===== src/rtl/ov7670_config_sequencer_if.sv =====
// Write-request channel between the OV7670 config sequencer and the SCCB master.
// master = sequencer side (issues writes), slave = SCCB engine side.
interface ov7670_config_sequencer_if;
   logic       sccb_start;
   logic [7:0] sccb_reg;
   logic [7:0] sccb_val;
   logic       sccb_ready;
   logic       sccb_nack;

   modport master (
      output sccb_start,
      output sccb_reg,
      output sccb_val,
      input  sccb_ready,
      input  sccb_nack
   );

   modport slave (
      input  sccb_start,
      input  sccb_reg,
      input  sccb_val,
      output sccb_ready,
      output sccb_nack
   );
endinterface


===== src/rtl/ov7670_config_sequencer.sv =====
// Walks the OV7670 config ROM and issues one SCCB register write per entry.
// 16'hFFF0 entries insert a fixed delay, 16'hFFFF ends the sequence.
module ov7670_config_sequencer #(
   parameter int unsigned CLK_HZ   = 24000000,
   parameter int unsigned DELAY_MS = 10
) (
   input  logic                               clk,
   input  logic                               rst_n,
   input  logic                               start,
   output logic [7:0]                         rom_addr,
   input  logic [15:0]                        rom_data,
   ov7670_config_sequencer_if.master          sccb,
   output logic                               busy,
   output logic                               done,
   output logic                               err
);
   localparam logic [31:0] DELAY_CYCLES = 32'((CLK_HZ / 1000) * DELAY_MS);
   localparam logic [15:0] MARK_END     = 16'hFFFF;
   localparam logic [15:0] MARK_DELAY   = 16'hFFF0;

   typedef enum logic [2:0] {
      IDLE, FETCH, DECODE, WAIT_BUSY, WAIT_DONE, DELAY, DONE
   } state_t;

   state_t      state_q, state_d;
   logic [7:0]  rom_addr_q, rom_addr_d;
   logic        sccb_start_q, sccb_start_d;
   logic [7:0]  sccb_reg_q, sccb_reg_d;
   logic [7:0]  sccb_val_q, sccb_val_d;
   logic        busy_q, busy_d;
   logic        done_q, done_d;
   logic        err_q, err_d;
   logic [31:0] cnt_q, cnt_d;
   logic        advance;

   always_ff @(posedge clk or negedge rst_n) begin
      if (!rst_n) begin
         state_q      <= IDLE;
         rom_addr_q   <= '0;
         sccb_start_q <= 1'b0;
         sccb_reg_q   <= '0;
         sccb_val_q   <= '0;
         busy_q       <= 1'b0;
         done_q       <= 1'b0;
         err_q        <= 1'b0;
         cnt_q        <= '0;
      end else begin
         state_q      <= state_d;
         rom_addr_q   <= rom_addr_d;
         sccb_start_q <= sccb_start_d;
         sccb_reg_q   <= sccb_reg_d;
         sccb_val_q   <= sccb_val_d;
         busy_q       <= busy_d;
         done_q       <= done_d;
         err_q        <= err_d;
         cnt_q        <= cnt_d;
      end
   end

   always_comb begin
      state_d      = state_q;
      rom_addr_d   = rom_addr_q;
      sccb_start_d = 1'b0;
      sccb_reg_d   = sccb_reg_q;
      sccb_val_d   = sccb_val_q;
      done_d       = done_q;
      err_d        = err_q;
      cnt_d        = cnt_q;
      advance      = 1'b0;

      case (state_q)
         IDLE, DONE: begin
            if (start) begin
               rom_addr_d = '0;
               done_d     = 1'b0;
               err_d      = 1'b0;
               state_d    = FETCH;
            end
         end
         FETCH: state_d = DECODE;
         DECODE: begin
            if (rom_data == MARK_END) begin
               done_d  = 1'b1;
               state_d = DONE;
            end else if (rom_data == MARK_DELAY) begin
               cnt_d   = DELAY_CYCLES - 32'd1;
               state_d = DELAY;
            end else if (sccb.sccb_ready) begin
               sccb_reg_d   = rom_data[15:8];
               sccb_val_d   = rom_data[7:0];
               sccb_start_d = 1'b1;
               state_d      = WAIT_BUSY;
            end
         end
         WAIT_BUSY: begin
            if (!sccb.sccb_ready) state_d = WAIT_DONE;
         end
         WAIT_DONE: begin
            // A NACK is recorded but the rest of the table is still written.
            if (sccb.sccb_ready) begin
               err_d   = err_q | sccb.sccb_nack;
               advance = 1'b1;
            end
         end
         DELAY: begin
            if (cnt_q == 32'd0) advance = 1'b1;
            else                cnt_d   = cnt_q - 32'd1;
         end
         default: state_d = IDLE;
      endcase

      if (advance) begin
         if (rom_addr_q != 8'hFF) begin
            rom_addr_d = rom_addr_q + 8'd1;
            state_d    = FETCH;
         end else begin
            done_d  = 1'b1;
            state_d = DONE;
         end
      end

      busy_d = !((state_d == IDLE) || (state_d == DONE));
   end

   assign rom_addr        = rom_addr_q;
   assign sccb.sccb_start = sccb_start_q;
   assign sccb.sccb_reg   = sccb_reg_q;
   assign sccb.sccb_val   = sccb_val_q;
   assign busy            = busy_q;
   assign done            = done_q;
   assign err             = err_q;
endmodule

===== src/flat_wrapper.sv =====
// flat-port wrapper written by rule: the top's interface ports become plain ports
module ov7670_config_sequencer_flat 
#(
   parameter int unsigned CLK_HZ   = 24000000,
   parameter int unsigned DELAY_MS = 10
)
  (clk, rst_n, start, rom_addr, rom_data, busy, done, err, sccb_sccb_start, sccb_sccb_reg, sccb_sccb_val, sccb_sccb_ready, sccb_sccb_nack);
  ov7670_config_sequencer_if sccb_i ();
  input  logic clk;
  input  logic rst_n;
  input  logic start;
  output logic [7:0] rom_addr;
  input  logic [15:0] rom_data;
  output logic busy;
  output logic done;
  output logic err;
  output wire logic [$bits(sccb_i.sccb_start)-1:0] sccb_sccb_start;
  output wire logic [$bits(sccb_i.sccb_reg)-1:0] sccb_sccb_reg;
  output wire logic [$bits(sccb_i.sccb_val)-1:0] sccb_sccb_val;
  input wire logic [$bits(sccb_i.sccb_ready)-1:0] sccb_sccb_ready;
  input wire logic [$bits(sccb_i.sccb_nack)-1:0] sccb_sccb_nack;
  assign sccb_sccb_start = sccb_i.sccb_start;
  assign sccb_sccb_reg = sccb_i.sccb_reg;
  assign sccb_sccb_val = sccb_i.sccb_val;
  assign sccb_i.sccb_ready = sccb_sccb_ready;
  assign sccb_i.sccb_nack = sccb_sccb_nack;
  ov7670_config_sequencer #(.CLK_HZ(CLK_HZ), .DELAY_MS(DELAY_MS)) u_core (.clk(clk), .rst_n(rst_n), .start(start), .rom_addr(rom_addr), .rom_data(rom_data), .sccb(sccb_i), .busy(busy), .done(done), .err(err));
endmodule

===== config.mk =====
export PLATFORM = sky130hd
export DESIGN_NAME = ov7670_config_sequencer_flat
export DESIGN_NICKNAME = d
export VERILOG_FILES = /design/src/rtl/ov7670_config_sequencer_if.sv /design/src/rtl/ov7670_config_sequencer.sv /design/src/flat_wrapper.sv
export SDC_FILE = /design/constraint.sdc
export NUM_CORES = 1
export LEC_CHECK = 0
export CORE_UTILIZATION = 54
export CTS_CLUSTER_SIZE = 12
export DETAILED_ROUTE_END_ITERATION = 12
export HOLD_SLACK_MARGIN = 0.1
export PLACE_DENSITY = 0.82
export SLEW_MARGIN = 20
export SYNTH_ARGS = -nofsm -noshare
export SYNTH_HDL_FRONTEND = slang
export SYNTH_SLANG_ARGS = --single-unit
export TNS_END_PERCENT = 50

===== constraint.sdc =====
create_clock -name clk -period 3.7 [get_ports clk]
set_clock_uncertainty 0.15 [all_clocks]
set_input_delay 0.74 -clock clk [delete_from_list [all_inputs] [get_ports clk]]
set_output_delay 0.74 -clock clk [all_outputs]
set_load 0.02 [all_outputs]

==> metrics.cfg <==
[run_status]
status=complete, no violations

[worst_setup_path]
path_cells=inv_1 -> ha_1 -> nor4b_1 -> nand4b_1 -> nor4_4 -> o21ai_2 -> o311ai_1 -> o41ai_1
slowest_delay_ps=580
worstPathArrival_ps=3170
cpLargestDelayFamily=simple AND/OR/NAND/NOR gates
startpoint_type=flip-flop
crit_slowest_cell=nor4_4
crit_path_max_fanout=15
end_kind=flip-flop
cp_num_buf_inv=1
crit_required_ps=3750
path_class=flip-flop to flip-flop

[cells_and_area]
fin_util_pct=68.9
fillers=475
layout_commonest_cell=nand2_1
multi_input_area_mm2=0.00160
drive_gt1_share_pct=8.56
regMostFlops=u_core.cnt_q
stdcell_count=507
largest_register_ffs=32
area_growth_pct=23.0
layout_common_cells=nand2_1 (68), dfrtp_1 (63), clkdlybuf4s50_1 (47)
diodes=0
seqCellArea_mm2=0.00158
fin_nets=451

[power]
power_density_mw_per_mm2=617
power_uw=2520
peakVddDrop_v=0.000402
leakagePower_uw=0.00168

[die]
start_util_pct=56.0
core_mm2=0.00592
die-width_um=80.4
io_pins=49
rows=28
die_y_um=80.4
dieArea_mm2=0.00646

[min_path]
min_path_type=input port to async pin

[clocking]
clkLatencyLatePin_ps=340
clk_pin_slew_worst_paths_ps=70
cts_root_buf=clkbuf_8
postCtsSetupBuffers=0
clk_path_buf_depth=2
htreeDepth=3
cts_buffers=9
cts_tree=done
ctsHoldBuffers=0
postCtsResizedCells=0
numClockSinks=63

[logic_synthesis]
ys_warn_count=0
syn-num-nets=400
synth_cell_type_count=52
synth_area_mm2=0.00332
syn_area_per_cell_um2=8.79
synth_edf_count=0
ys_ff_latch=63
synth_cells=377
synth_ff_type=dfrtp_1
yosysSeqAreaShare_pct=47.5
synth-async-reset-ratio_pct=100

[run]
drv_cap=0

[timing]
post-route-min-period_ps=3120
period_share_pct=84.3
relSlewSlack_pct=36.0
rsz0062_at_grt=false
worstMarginPinSlew_ps=957
tns_ps=0
max_freq_mhz=321
setup_violations=0
final-max-slew-violation-count=0
finalHoldViolations=0

[drt]
first_iter_violations=232
route.final.wire_length_mm=8.01
drtPass1Iterations=4
drc=0
wl_per_cell_um=15.8
routed-via-count=3047
ant_nets=0
avgViaCountPerCell=6.01

[grt]
grt_antenna_before_repair=0
grt_pass1_wl_mm=13.0
grt_pass1_vias=2882
grt_overflow_total=0
grtUsageTotal_pct=26.7
grt_max_degree=64

[placement]
place_inst=492
dp_hpwl_mm=5.36
io_buffers=48
place_congestion=0.843

## power breakdown
group	switching (µW)	internal, µW	total (µW)	leakage, µW
Combinational	555	395	950	0.000786
Clock	271	341	612	0.000105
Sequential	133	822	954	0.000784
Total	959	1560	2520	0.00168
## final cells by class
type	count	area share (%)
Multi-Input combinational cell	282	39.1
Inverter	14	1.29
Tap cell	75	2.30
Sequential cell	63	38.7
Timing Repair Buffer	58	13.8
Clock buffer	11	3.71
Clock inverter	4	1.10
## cell usage after synthesis (3+ instances only)
master / instances / area share [%]
a211o_1: 3 / 0.79
a21oi_1: 17 / 2.6
a22o_1: 3 / 0.79
a31oi_1: 6 / 1.1
buf_2: 4 / 0.60
clkbuf_1: 11 / 1.2
dfrtp_1: 63 / 48
inv_1: 13 / 1.5
nand2_1: 68 / 7.7
nand2b_1: 4 / 0.75
nand3_1: 12 / 1.8
nand4_1: 9 / 1.7
nor2_1: 30 / 3.4
nor3_1: 13 / 2.0
nor4_1: 9 / 1.7
nor4b_1: 3 / 0.79
o211ai_1: 5 / 1.1
o21ai_0: 25 / 3.8
o21ai_1: 16 / 2.4
o31a_1: 3 / 0.79
o31ai_1: 7 / 1.6
o41ai_1: 6 / 1.6
or3_1: 6 / 1.1
or4_1: 5 / 1.1
xnor2_1: 3 / 0.79
## worst paths after layout
path                                         startpoint                           end  slack (ps)  depth (start not counted)
setup / recovery            u_core.cnt_q[0]$_DFFE_PN0P_  u_core.rom_addr[7]$_DFF_PN0_         580                          8
hold / removal                                    rst_n  u_core.cnt_q[13]$_DFFE_PN0P_         240                          2
setup reg to reg            u_core.cnt_q[0]$_DFFE_PN0P_  u_core.rom_addr[7]$_DFF_PN0_         580                          8
hold reg to reg            u_core.cnt_q[10]$_DFFE_PN0P_  u_core.cnt_q[10]$_DFFE_PN0P_         330                          1
max in group asynchronous                         rst_n  u_core.cnt_q[23]$_DFFE_PN0P_        2870                          2
min in group clk           u_core.cnt_q[10]$_DFFE_PN0P_  u_core.cnt_q[10]$_DFFE_PN0P_         330                          1
## per-stage QoR
step | hold slack, ps | instance area (µm²) | worst slack [ps]
after floorplan | 292 | 3320 | 679
after global placement | 307 | 3880 | 296
after detailed placement | 313 | 3880 | 229
after CTS | 259 | 4080 | 564
after global routing | 273 | 4080 | 304
final | 242 | 4080 | 581
## routing by layer
| layer | vias up | routed length, µm | track usage [%] |
|---|---|---|---|
| met3 | 15 | 349 | 6.48 |
| met4 | 0 | 158 | 12.5 |
| met2 | 78 | 3990 | 43.8 |
| met1 | 1484 | 3510 | 33.0 |
| met5 | - | 0 | 0 |
| li1 | 1470 | - | - |
## cells by family (layout without fill, tap and decap cells)
group | Yosys count | after routing | share of synthesized area [%]
AND/OR/NAND/NOR | 175 | 175 | 26.7
AO/OA/AOI/OAI | 99 | 99 | 19.0
flip-flops | 63 | 63 | 47.5
buffers and inverters | 32 | 87 | 4.34
XOR/XNOR | 5 | 5 | 1.32
adder cells (fa/ha/maj) | 2 | 2 | 0.755
multiplexers | 1 | 1 | 0.302
Note: power is estimated with default switching activity, not from simulation.
